File: src/rtl/whack_pkg.sv
// Shared definitions for the whack-a-mole board: grid size, debounce
// timing default and the per-button debounce state encoding.
package whack_pkg;

  localparam int N_BTN         = 9;
  localparam int STABLE_CYCLES = 50000;

  typedef enum logic [1:0] {
    STABLE_LO = 2'd0,
    RISING    = 2'd1,
    STABLE_HI = 2'd2,
    FALLING   = 2'd3
  } db_state_t;

endpackage

File: src/rtl/btn_debounce_if.sv
// Button bundle between the debouncer (slave) and the game FSM (master):
// raw buttons and hit clears in, clean levels, press pulses and hit flags out.
interface btn_debounce_if #(
  parameter int N_BTN = whack_pkg::N_BTN,
  parameter int IDX_W = (N_BTN > 1) ? $clog2(N_BTN) : 1
);

  logic [N_BTN-1:0] btn_raw;
  logic [N_BTN-1:0] hit_clr;
  logic [N_BTN-1:0] btn_level;
  logic [N_BTN-1:0] btn_press;
  logic [N_BTN-1:0] btn_hit;
  logic             hit_any;
  logic [IDX_W-1:0] hit_idx;

  modport master (
    output btn_raw, hit_clr,
    input  btn_level, btn_press, btn_hit, hit_any, hit_idx
  );

  modport slave (
    input  btn_raw, hit_clr,
    output btn_level, btn_press, btn_hit, hit_any, hit_idx
  );

endinterface

File: src/rtl/debounce_cell.sv
// One button: 2-flop synchronizer, then a 4-state debounce FSM with a
// saturating counter producing a clean level and a one-cycle press pulse.
module debounce_cell #(
  parameter int STABLE_CYCLES = whack_pkg::STABLE_CYCLES
) (
  input  logic clk,
  input  logic rst,
  input  logic btn_raw,
  output logic level,
  output logic press
);
  import whack_pkg::*;

  localparam int CNT_W = (STABLE_CYCLES > 1) ? $clog2(STABLE_CYCLES) : 1;
  localparam logic [CNT_W-1:0] CNT_MAX = CNT_W'(STABLE_CYCLES - 1);

  logic             s1;
  logic             s2;
  db_state_t        state;
  logic [CNT_W-1:0] cnt;

  // NOTE: every register here uses <= so all flops sample the pre-edge
  // values; blocking assignments would let s2 see this cycle's s1.
  always_ff @(posedge clk) begin
    if (rst) begin
      s1    <= 1'b0;
      s2    <= 1'b0;
      state <= STABLE_LO;
      cnt   <= '0;
      level <= 1'b0;
      press <= 1'b0;
    end else begin
      s1    <= btn_raw;
      s2    <= s1;
      press <= 1'b0;
      case (state)
        STABLE_LO: begin
          if (s2) begin
            state <= RISING;
            cnt   <= '0;
          end
        end
        RISING: begin
          if (!s2) begin
            state <= STABLE_LO;
            cnt   <= '0;
          end else if (cnt == CNT_MAX) begin
            state <= STABLE_HI;
            level <= 1'b1;
            press <= 1'b1;
          end else begin
            cnt <= cnt + CNT_W'(1);
          end
        end
        STABLE_HI: begin
          if (!s2) begin
            state <= FALLING;
            cnt   <= '0;
          end
        end
        FALLING: begin
          // Level stays high until the release is accepted.
          if (s2) begin
            state <= STABLE_HI;
            cnt   <= '0;
          end else if (cnt == CNT_MAX) begin
            state <= STABLE_LO;
            level <= 1'b0;
          end else begin
            cnt <= cnt + CNT_W'(1);
          end
        end
        default: state <= STABLE_LO;
      endcase
    end
  end

endmodule

File: src/rtl/btn_debounce.sv
// Debounces all mole buttons and keeps sticky hit flags so the slow game FSM
// can observe presses that last only one 5 MHz cycle.
module btn_debounce #(
  parameter int N_BTN         = whack_pkg::N_BTN,
  parameter int STABLE_CYCLES = whack_pkg::STABLE_CYCLES,
  parameter int IDX_W         = (N_BTN > 1) ? $clog2(N_BTN) : 1
) (
  input  logic           clk,
  input  logic           rst,
  btn_debounce_if.slave  bus
);

  logic [N_BTN-1:0] level;
  logic [N_BTN-1:0] press;
  logic [N_BTN-1:0] hit;
  logic [IDX_W-1:0] idx;

  for (genvar i = 0; i < N_BTN; i++) begin : g_cell
    debounce_cell #(
      .STABLE_CYCLES(STABLE_CYCLES)
    ) u_cell (
      .clk     (clk),
      .rst     (rst),
      .btn_raw (bus.btn_raw[i]),
      .level   (level[i]),
      .press   (press[i])
    );
  end

  // A press landing in the same cycle as its clear wins.
  always_ff @(posedge clk) begin
    if (rst) begin
      hit <= '0;
    end else begin
      hit <= press | (hit & ~bus.hit_clr);
    end
  end

  // NOTE: idx gets a default before the loop so every path assigns it and
  // no latch is inferred when no hit bit is set.
  always_comb begin
    idx = '0;
    for (int i = N_BTN - 1; i >= 0; i--) begin
      if (hit[i]) idx = IDX_W'(i);
    end
  end

  assign bus.btn_level = level;
  assign bus.btn_press = press;
  assign bus.btn_hit   = hit;
  assign bus.hit_any   = |hit;
  assign bus.hit_idx   = idx;

endmodule

File: src/flat_wrapper.sv
// flat-port wrapper written by rule: the top's interface ports become plain ports
module btn_debounce_flat 
#(
  parameter int N_BTN         = whack_pkg::N_BTN,
  parameter int STABLE_CYCLES = whack_pkg::STABLE_CYCLES,
  parameter int IDX_W         = (N_BTN > 1) ? $clog2(N_BTN) : 1
)
  (clk, rst, bus_btn_raw, bus_hit_clr, bus_btn_level, bus_btn_press, bus_btn_hit, bus_hit_any, bus_hit_idx);
  btn_debounce_if #(.N_BTN(N_BTN), .IDX_W(IDX_W)) bus_i ();
  input  logic clk;
  input  logic rst;
  input wire logic [$bits(bus_i.btn_raw)-1:0] bus_btn_raw;
  input wire logic [$bits(bus_i.hit_clr)-1:0] bus_hit_clr;
  output wire logic [$bits(bus_i.btn_level)-1:0] bus_btn_level;
  output wire logic [$bits(bus_i.btn_press)-1:0] bus_btn_press;
  output wire logic [$bits(bus_i.btn_hit)-1:0] bus_btn_hit;
  output wire logic [$bits(bus_i.hit_any)-1:0] bus_hit_any;
  output wire logic [$bits(bus_i.hit_idx)-1:0] bus_hit_idx;
  assign bus_i.btn_raw = bus_btn_raw;
  assign bus_i.hit_clr = bus_hit_clr;
  assign bus_btn_level = bus_i.btn_level;
  assign bus_btn_press = bus_i.btn_press;
  assign bus_btn_hit = bus_i.btn_hit;
  assign bus_hit_any = bus_i.hit_any;
  assign bus_hit_idx = bus_i.hit_idx;
  btn_debounce #(.N_BTN(N_BTN), .STABLE_CYCLES(STABLE_CYCLES), .IDX_W(IDX_W)) u_core (.clk(clk), .rst(rst), .bus(bus_i));
endmodule
File: config.mk
export PLATFORM = sky130hd
export DESIGN_NAME = btn_debounce_flat
export DESIGN_NICKNAME = d
export VERILOG_FILES = /design/src/rtl/whack_pkg.sv /design/src/rtl/btn_debounce_if.sv /design/src/rtl/debounce_cell.sv /design/src/rtl/btn_debounce.sv /design/src/flat_wrapper.sv
export SDC_FILE = /design/constraint.sdc
export NUM_CORES = 1
export LEC_CHECK = 0
export CAP_MARGIN = 20
export CORE_MARGIN = 2
export CORE_UTILIZATION = 50
export DETAILED_ROUTE_END_ITERATION = 6
export HOLD_SLACK_MARGIN = 0.06
export PLACE_DENSITY = 0.71
export SLEW_MARGIN = 15
export SYNTH_ARGS = -nofsm -noshare
export SYNTH_HDL_FRONTEND = slang
export SYNTH_HIERARCHICAL = 1
export SYNTH_SLANG_ARGS = --single-unit
File: constraint.sdc
create_clock -name clk -period 1.9 [get_ports clk]
set_input_delay 0.19 -clock clk [delete_from_list [all_inputs] [get_ports clk]]
set_output_delay 0.19 -clock clk [all_outputs]
set_load 0.02 [all_outputs]
==> results by group, run 1 <==
Drt
  – Vias per cell: 5.777
  – # DRC: 0
  – WL/cell: 14.77 um
  – Initial DRC count: 406
  – Final ANT Viol Nets: 0
  – Via count: 8717
  – Final WL: 22290 um
  – Pre-antenna DRT Iters: 5

Global route
  – Grt ovf: 0
  – Initial antenna violation count: 0
  – First-pass GRT wire length: 38310 um
  – Vias in the first global route: 8000
  – Overall Global Routing Usage: 20.53%
  – Largest net degree at the start of global routing: 78

Critical path
  – Crit path max fanout: 4
  – Critical Path Start Type: flip-flop
  – Crit path kind: flip-flop to primary output
  – Crit path DAT: 1660 ps
  – Worst Path Buf+Inv: 2
  – CP cell instances: buf_4 > clkdlybuf4s50_1
  – Max stage delay on crit path: 680 ps
  – CP required: 1710 ps
  – Top Family by Delay on Critical Path: buffers and inverters
  – CP max stage cell: clkdlybuf4s50_1
  – Nature of the critical path endpoint: primary output

Floorplanning
  – Core Footprint: 20230 um2
  – Core Rows: 52
  – Initial Utilization: 51.08%
  – I/O Pins: 52
  – Die height: 147.8 um
  – Die Wd: 147.8 um
  – Die area: 21840 um2

Synthesis
  – Cells after synthesis: 1131
  – Seq cells post-synth: 207
  – Synth Area in XOR/XNOR: 8.280%
  – Synthesis warning total: 6
  – Number of distinct library cells after synthesis: 40
  – Adder-cell share of the synthesized area: 1.089%
  – EDFF count, synth: 0
  – Mux contribution to synthesized area: 1.743%
  – Compound-Gate Fraction of Synth Area: 11.33%
  – Mapped Area: 10340 um2
  – Largest family of logic cells by synthesized area: simple AND/OR/NAND/NOR gates
  – Net Count, Synth: 1160
  – Fraction of registers with async set/reset: 0%
  – Synthesized area per cell: 9.139 um2
  – Synth Area in Simple Gates: 34.56%
  – Sequential area share after synthesis: 40.09%
  – Predominant post-synthesis flop cell: dfxtp_1

Power
  – Internal Power: 7.356 mW
  – Switching Fraction: 21.75%
  – Leakage power: 4.225 nW
  – PwrDens: 765.3 nW/um2
  – Clock power frac: 48.7%
  – Reg power frac: 47.1%
  – Logic gate share of total power: 4.3%
  – Sw Pwr: 2.045 mW
  – Max VDD drop: 0.6333 mV

Cells and area
  – Final Net Count: 1250
  – Antenna diodes: 0
  – Filler cell count: 1766
  – Share of layout cells above drive strength 1: 15.01%
  – Final Non-Filler Cells: 1509
  – Fin area: 12280 um2
  – Area Overhead vs Synth: 18.85%

STA
  – Slew headroom: 38.59%
  – Max Slew Vio Count: 0
  – Worst slew pin tran: 914.6 ps
  – Fmax: 0.5417 GHz
  – Clock skew: 18.52 ps
  – Final worst path period need: 1846 ps
  – Final hold violation count: 0
  – RSZ-0062 raised after global routing: true
  – Crit share post-route: 97.17%
  – Setup violators final: 0

Place
  – Post-detail-place hpwl: 15480 um
  – Placed Cells: 1464
  – Routability cong.: 0.8507
  – PortBufs: 51
  – DP Area: 11430 um2

Clock tree
  – Post CTS Setup Buffer Count: 0
  – CTS sink count: 207
  – Skew-Pair Late Insertion Delay: 510 ps
  – Num CTS Buffers: 24
  – Clock buffer depth: 3
  – Clk slew on worst S/H paths: 60 ps
  – CTS HTree Levels: 1
  – Clock Tree Root: clkbuf_16
  – CTS tree: done

Job
  – Max Cap Violations: 0

Hold path
  – Min-delay worst type: primary input to flip-flop

Outcome
  – Outcome: complete, no violations
area by class of cell:
type	instances	area [um2]	area share [%]
clock buffers	35	733.2	5.969
clock inverters	9	70.07	0.5704
inverters	28	105.1	0.8556
multi-input cells	850	5933	48.30
flip-flops and latches	207	4148	33.76
well taps	270	337.8	2.750
repair buffers	110	957.2	7.792
path summary, 6_finish.rpt:
check | slack [ps] | start | endpoint | cells after the start
min | 230 | bus_btn_raw[1] | u_core/g_cell[1].u_cell/s1 | 2
min reg2reg | 430 | u_core/g_cell[8].u_cell/s1 | u_core/g_cell[8].u_cell/s2 | 1
max reg2reg | 120 | u_core/g_cell[6].u_cell/cnt[0] | u_core/g_cell[6].u_cell/cnt[1] | 5
max | 50 | u_core/bus.btn_hit[7] | bus_btn_hit[7] | 2
synth_stat cells (19+ instances only):
library cell	count	area, um2
nand3_1	45	225.2
nor4b_1	27	236.5
nor2b_1	38	237.7
clkbuf_1	28	105.1
nand4_1	72	450.4
nor3_1	36	180.2
and3_1	19	118.9
inv_1	28	105.1
nand2_1	54	202.7
o31ai_1	27	202.7
nor2_1	101	379.1
xnor2_1	63	551.8
o21ai_0	28	140.1
nor4_1	27	168.9
dfxtp_1	207	4144
a21oi_1	55	275.3
cells by family after synthesis:
kind of cell / count (synthesis)
AO/OA/AOI/OAI: 176
XOR/XNOR: 90
adder cells (fa/ha/maj): 9
buffers and inverters: 74
flip-flops: 207
multiplexers: 18
AND/OR/NAND/NOR: 557
power by group through the flow:
| stage | Sequential (mW) | Clock [mW] | Combinational (mW) |
|---|---|---|---|
| 6_report | 4.43 | 4.57 | 0.401 |
| 5_1_grt | 4.43 | 4.86 | 0.439 |
| 4_1_cts | 4.42 | 4.69 | 0.401 |
| 3_5_place_dp | 4.52 | 0 | 0.397 |
| 3_3_place_gp | 4.52 | 0 | 0.395 |
| 2_1_floorplan | 4.53 | 0 | 0.203 |
per-layer routing:
metal / GRT usage [%] / share of wire (%)
met5: 0 / 0
met1: 28.49 / 48
met4: 5.481 / 2.3
met2: 33.05 / 45
met3: 3.735 / 4.7
metrics by stage:
step                      power (mW)  TNS (ps)  hold slack (ps)  setup slack, ps  util [%]
after global routing           9.726         0            227.5            7.323     60.71
after detailed placement       4.918         0            423.4            65.71     56.51
after global placement         4.915         0            417.5            108.5     56.51
after floorplan                4.730         0            318.2            346.1         -
after CTS                      9.518    -50.89            221.5           -46.07     60.59
final                          9.401         0            234.6            53.85     60.71
sequential cells by signal, indices dropped and copies added, names as in the netlist, named ones only:
signal and flops:
u_core/g_cell.u_cell/cnt 144, u_core/bus.btn_hit 9, u_core/g_cell.u_cell/level 9, u_core/g_cell.u_cell/press 9
u_core/g_cell.u_cell/s1 9, u_core/g_cell.u_cell/s2 9, u_core/g_cell.u_cell/state 9
layout by cell type, fill, tap and decap left out, types with 36 or more instances in the layout:
cell and n:
clkdlybuf4s50_1 42, a21oi_1 54, xnor2_1 62, nor3_1 36, buf_4 58, dfxtp_1 204
nor2b_1 38, nand3_1 45, nor2_1 101, nand4_1 72, nand2_1 54
repair_timing:
item / CTS / global route
gates resized for setup: 22 / 9
hold buffers: 1 / 0
endpoints found under the hold margin: 1 / 0
pin swaps: 1 / 2
setup endpoints to repair: 7 / 19
Note: power is estimated with default switching activity, not from simulation.
==> inputs of run 2 (changes only) <==
- CORE_MARGIN: 2 -> default
==> run 2 against run 1 <==
Sequential power hardly changed. Sequential cell count stayed put. Clock-buffer cell count is 1 higher. Clock power hardly changed. Register-to-register slack better by 20 ps. Worst hold slack worse by 36 ps. Global-route usage is 0.23 points higher. First-iteration DRC count is 12% lower. Cell area is 0.31% lower. Power hardly changed. Die area is 2.7% lower. Largest cell class unchanged.
==> results by group, run 2 (synthesis gave the netlist of run 1 again) <==
STA
  – Final hold violation count: 0 (unchanged)
  – Crit share post-route: 96.19% (was 97.17%)
  – Slew headroom: 35.51% (was 38.59%)
  – Setup ws final: 72.35 ps (was 53.85 ps)
  – Final worst path period need: 1828 ps (was 1846 ps)
  – Clock skew: 9.341 ps (was 18.52 ps)
  – Fin Setup TNS: 0 ps (unchanged)
  – Worst slew pin tran: 960.4 ps (was 914.6 ps)
  – RSZ-0062 raised after global routing: true (unchanged)
  – Minimum hold slack: 198.7 ps (was 234.6 ps)
  – Fmax: 0.5472 GHz (was 0.5417 GHz)
  – Setup violators final: 0 (unchanged)
  – Max Slew Vio Count: 0 (unchanged)

Drt
  – # DRC: 0 (unchanged)
  – Vias per cell: 5.806 (was 5.777)
  – Initial DRC count: 359 (was 406)
  – Pre-antenna DRT Iters: 5 (unchanged)
  – Via count: 8761 (was 8717)
  – Final ANT Viol Nets: 0 (unchanged)
  – Final WL: 22080 um (was 22290 um)
  – WL/cell: 14.63 um (was 14.77 um)

Global route
  – Grt ovf: 0 (unchanged)
  – Largest net degree at the start of global routing: 63 (was 78)
  – Vias in the first global route: 7857 (was 8000)
  – First-pass GRT wire length: 37700 um (was 38310 um)
  – Overall Global Routing Usage: 20.76% (was 20.53%)
  – Initial antenna violation count: 0 (unchanged)

Power
  – Sw Pwr: 2.036 mW (was 2.045 mW)
  – Clock power frac: 48.7% (about the same)
  – Leakage power: 4.188 nW (was 4.225 nW)
  – Reg power frac: 47.1% (about the same)
  – PwrDens: 767.3 nW/um2 (was 765.3 nW/um2)
  – Max VDD drop: 0.5406 mV (was 0.6333 mV)
  – Switching Fraction: 21.66% (was 21.75%)
  – Internal Power: 7.362 mW (was 7.356 mW)
  – Logic gate share of total power: 4.2% (was 4.3%)

Job
  – Max Cap Violations: 0 (unchanged)

Clock tree
  – Num CTS Buffers: 24 (unchanged)
  – Skew-Pair Late Insertion Delay: 510 ps (about the same)
  – Post CTS Setup Buffer Count: 0 (unchanged)
  – Number of hold buffers added after cts: 0 (was 1)
  – Clk slew on worst S/H paths: 60 ps (about the same)
  – CTS sink count: 207 (unchanged)
  – Clock buffer depth: 3 (unchanged)
  – Clock Tree Root: clkbuf_16 (unchanged)
  – CTS tree: done (unchanged)
  – CTS HTree Levels: 1 (unchanged)

Place
  – PortBufs: 51 (unchanged)
  – Pre-CTS worst setup slack: 162.4 ps (was 65.71 ps)
  – Routability cong.: 0.8141 (was 0.8507)
  – Post-detail-place hpwl: 15300 um (was 15480 um)
  – DP Area: 11430 um2 (about the same)

Cells and area
  – Area of the multi-input gates: 5911 um2 (was 5933 um2)
  – Area occupied by registers: 4146 um2 (was 4148 um2)
  – Max reg flops: 144 (unchanged)
  – Util after Layout: 60.52% (was 60.71%)
  – Share of layout cells above drive strength 1: 14.77% (was 15.01%)
  – Leading cell type in the layout, fill and taps excluded: dfxtp_1 (unchanged)
  – Antenna diodes: 0 (unchanged)
  – Final Net Count: 1250 (unchanged)
  – Area Overhead vs Synth: 18.48% (was 18.85%)
  – Filler cell count: 1751 (was 1766)
  – Fin area: 12250 um2 (was 12280 um2)
  – Biggest register: u_core/g_cell.u_cell/cnt (unchanged)
  – Commonest cells after routing, fill and taps aside: dfxtp_1 (205), nor2_1 (101), nand4_1 (72) (was dfxtp_1 (204), nor2_1 (101), nand4_1 (72))

Critical path
  – Critical Path Start Type: flip-flop (unchanged)
  – CP cell instances: nor4_2 > buf_4 > nand3b_1 > clkdlybuf4s15_2 (was buf_4 > clkdlybuf4s50_1)
  – Crit path DAT: 1640 ps (was 1660 ps)
  – Nature of the critical path endpoint: primary output (unchanged)
  – Top Family by Delay on Critical Path: buffers and inverters (unchanged)
  – Max stage delay on crit path: 360 ps (was 680 ps)
  – Crit path kind: flip-flop to primary output (unchanged)
  – CP required: 1710 ps (about the same)
  – Crit path max fanout: 5 (was 4)
  – CP max stage cell: dfxtp_1 (was clkdlybuf4s50_1)
  – Worst Path Buf+Inv: 2 (unchanged)

Hold path
  – Min-delay worst type: primary input to flip-flop (unchanged)

Floorplanning
  – I/O Pins: 52 (unchanged)
  – Die area: 21250 um2 (was 21840 um2)
  – Die height: 145.8 um (was 147.8 um)
  – Core Footprint: 20230 um2 (unchanged)
  – Initial Utilization: 51.08% (unchanged)
  – Core Rows: 52 (unchanged)
  – Die Wd: 145.8 um (was 147.8 um)

Outcome
  – Outcome: complete, no violations (unchanged)
[run 2: cell count changes in the layout (fill, tap and decap cells not counted), moves of 2 or more]
cell / previous run / this run
buf_4: 58 / 60
clkinv_2: 8 / 6
nor4_2: 0 / 2
nor4_4: 2 / 0
[run 2: power by group through the flow]
stage               registers [mW]  clock network, mW  logic [mW]
finish                        4.43               4.57       0.397
global route                  4.43               4.90       0.434
CTS                           4.43               4.71       0.401
detailed placement            4.52                  0       0.399
global placement              4.52                  0       0.396
floorplan                     4.53                  0       0.203
[run 2: cell type report]
class                           instances  area share, %
Inverter                               28         0.8582
Clock inverter                          8         0.5517
Timing Repair Buffer                  110          7.693
Multi-Input combinational cell        850          48.26
Clock buffer                           36          6.018
Tap cell                              270          2.758
Sequential cell                       207          33.86
[run 2: worst reg2reg max path, delay by kind of cell, from the launching register on]
| kind | cells | cell delay, ps |
|---|---|---|
| and+or+nand+nor | 3 | 1140 |
| DFF | 1 | 380 |
| AOI/OAI and AO/OA | 1 | 170 |
[run 2: path summary, 6_finish.rpt]
check	slack, ps	to	cells after the start	startpoint
setup / recovery	70	bus_hit_any	4	u_core/bus.btn_hit[2]
hold reg to reg	440	u_core/g_cell[0].u_cell/s2	1	u_core/g_cell[0].u_cell/s1
hold / removal	200	u_core/g_cell[7].u_cell/s2	2	rst
setup reg to reg	140	u_core/g_cell[3].u_cell/cnt[1]	4	u_core/g_cell[3].u_cell/cnt[4]
[run 2: per-stage QoR]
| stage | power (mW) | std cells |
|---|---|---|
| 2_1_floorplan | 4.730 | 1131 |
| 3_3_place_gp | 4.918 | 1465 |
| 3_5_place_dp | 4.922 | 1465 |
| 4_1_cts | 9.542 | 1509 |
| 5_1_grt | 9.772 | 1509 |
| 6_report | 9.397 | 1509 |
[run 2: layer usage]
metal | wire [um] | part of all wire, % | global-route usage (%)
met5 | 0 | 0 | 0
met4 | 437 | 2.0 | 5.579
met3 | 850 | 3.8 | 3.542
met2 | 10220 | 46 | 33.90
met1 | 10570 | 48 | 28.24
[run 2: timing repair]
action	CTS	global route
pin swaps	1	1
gates resized for setup	17	10
endpoints found under the setup margin	6	7
gates cloned	0	0
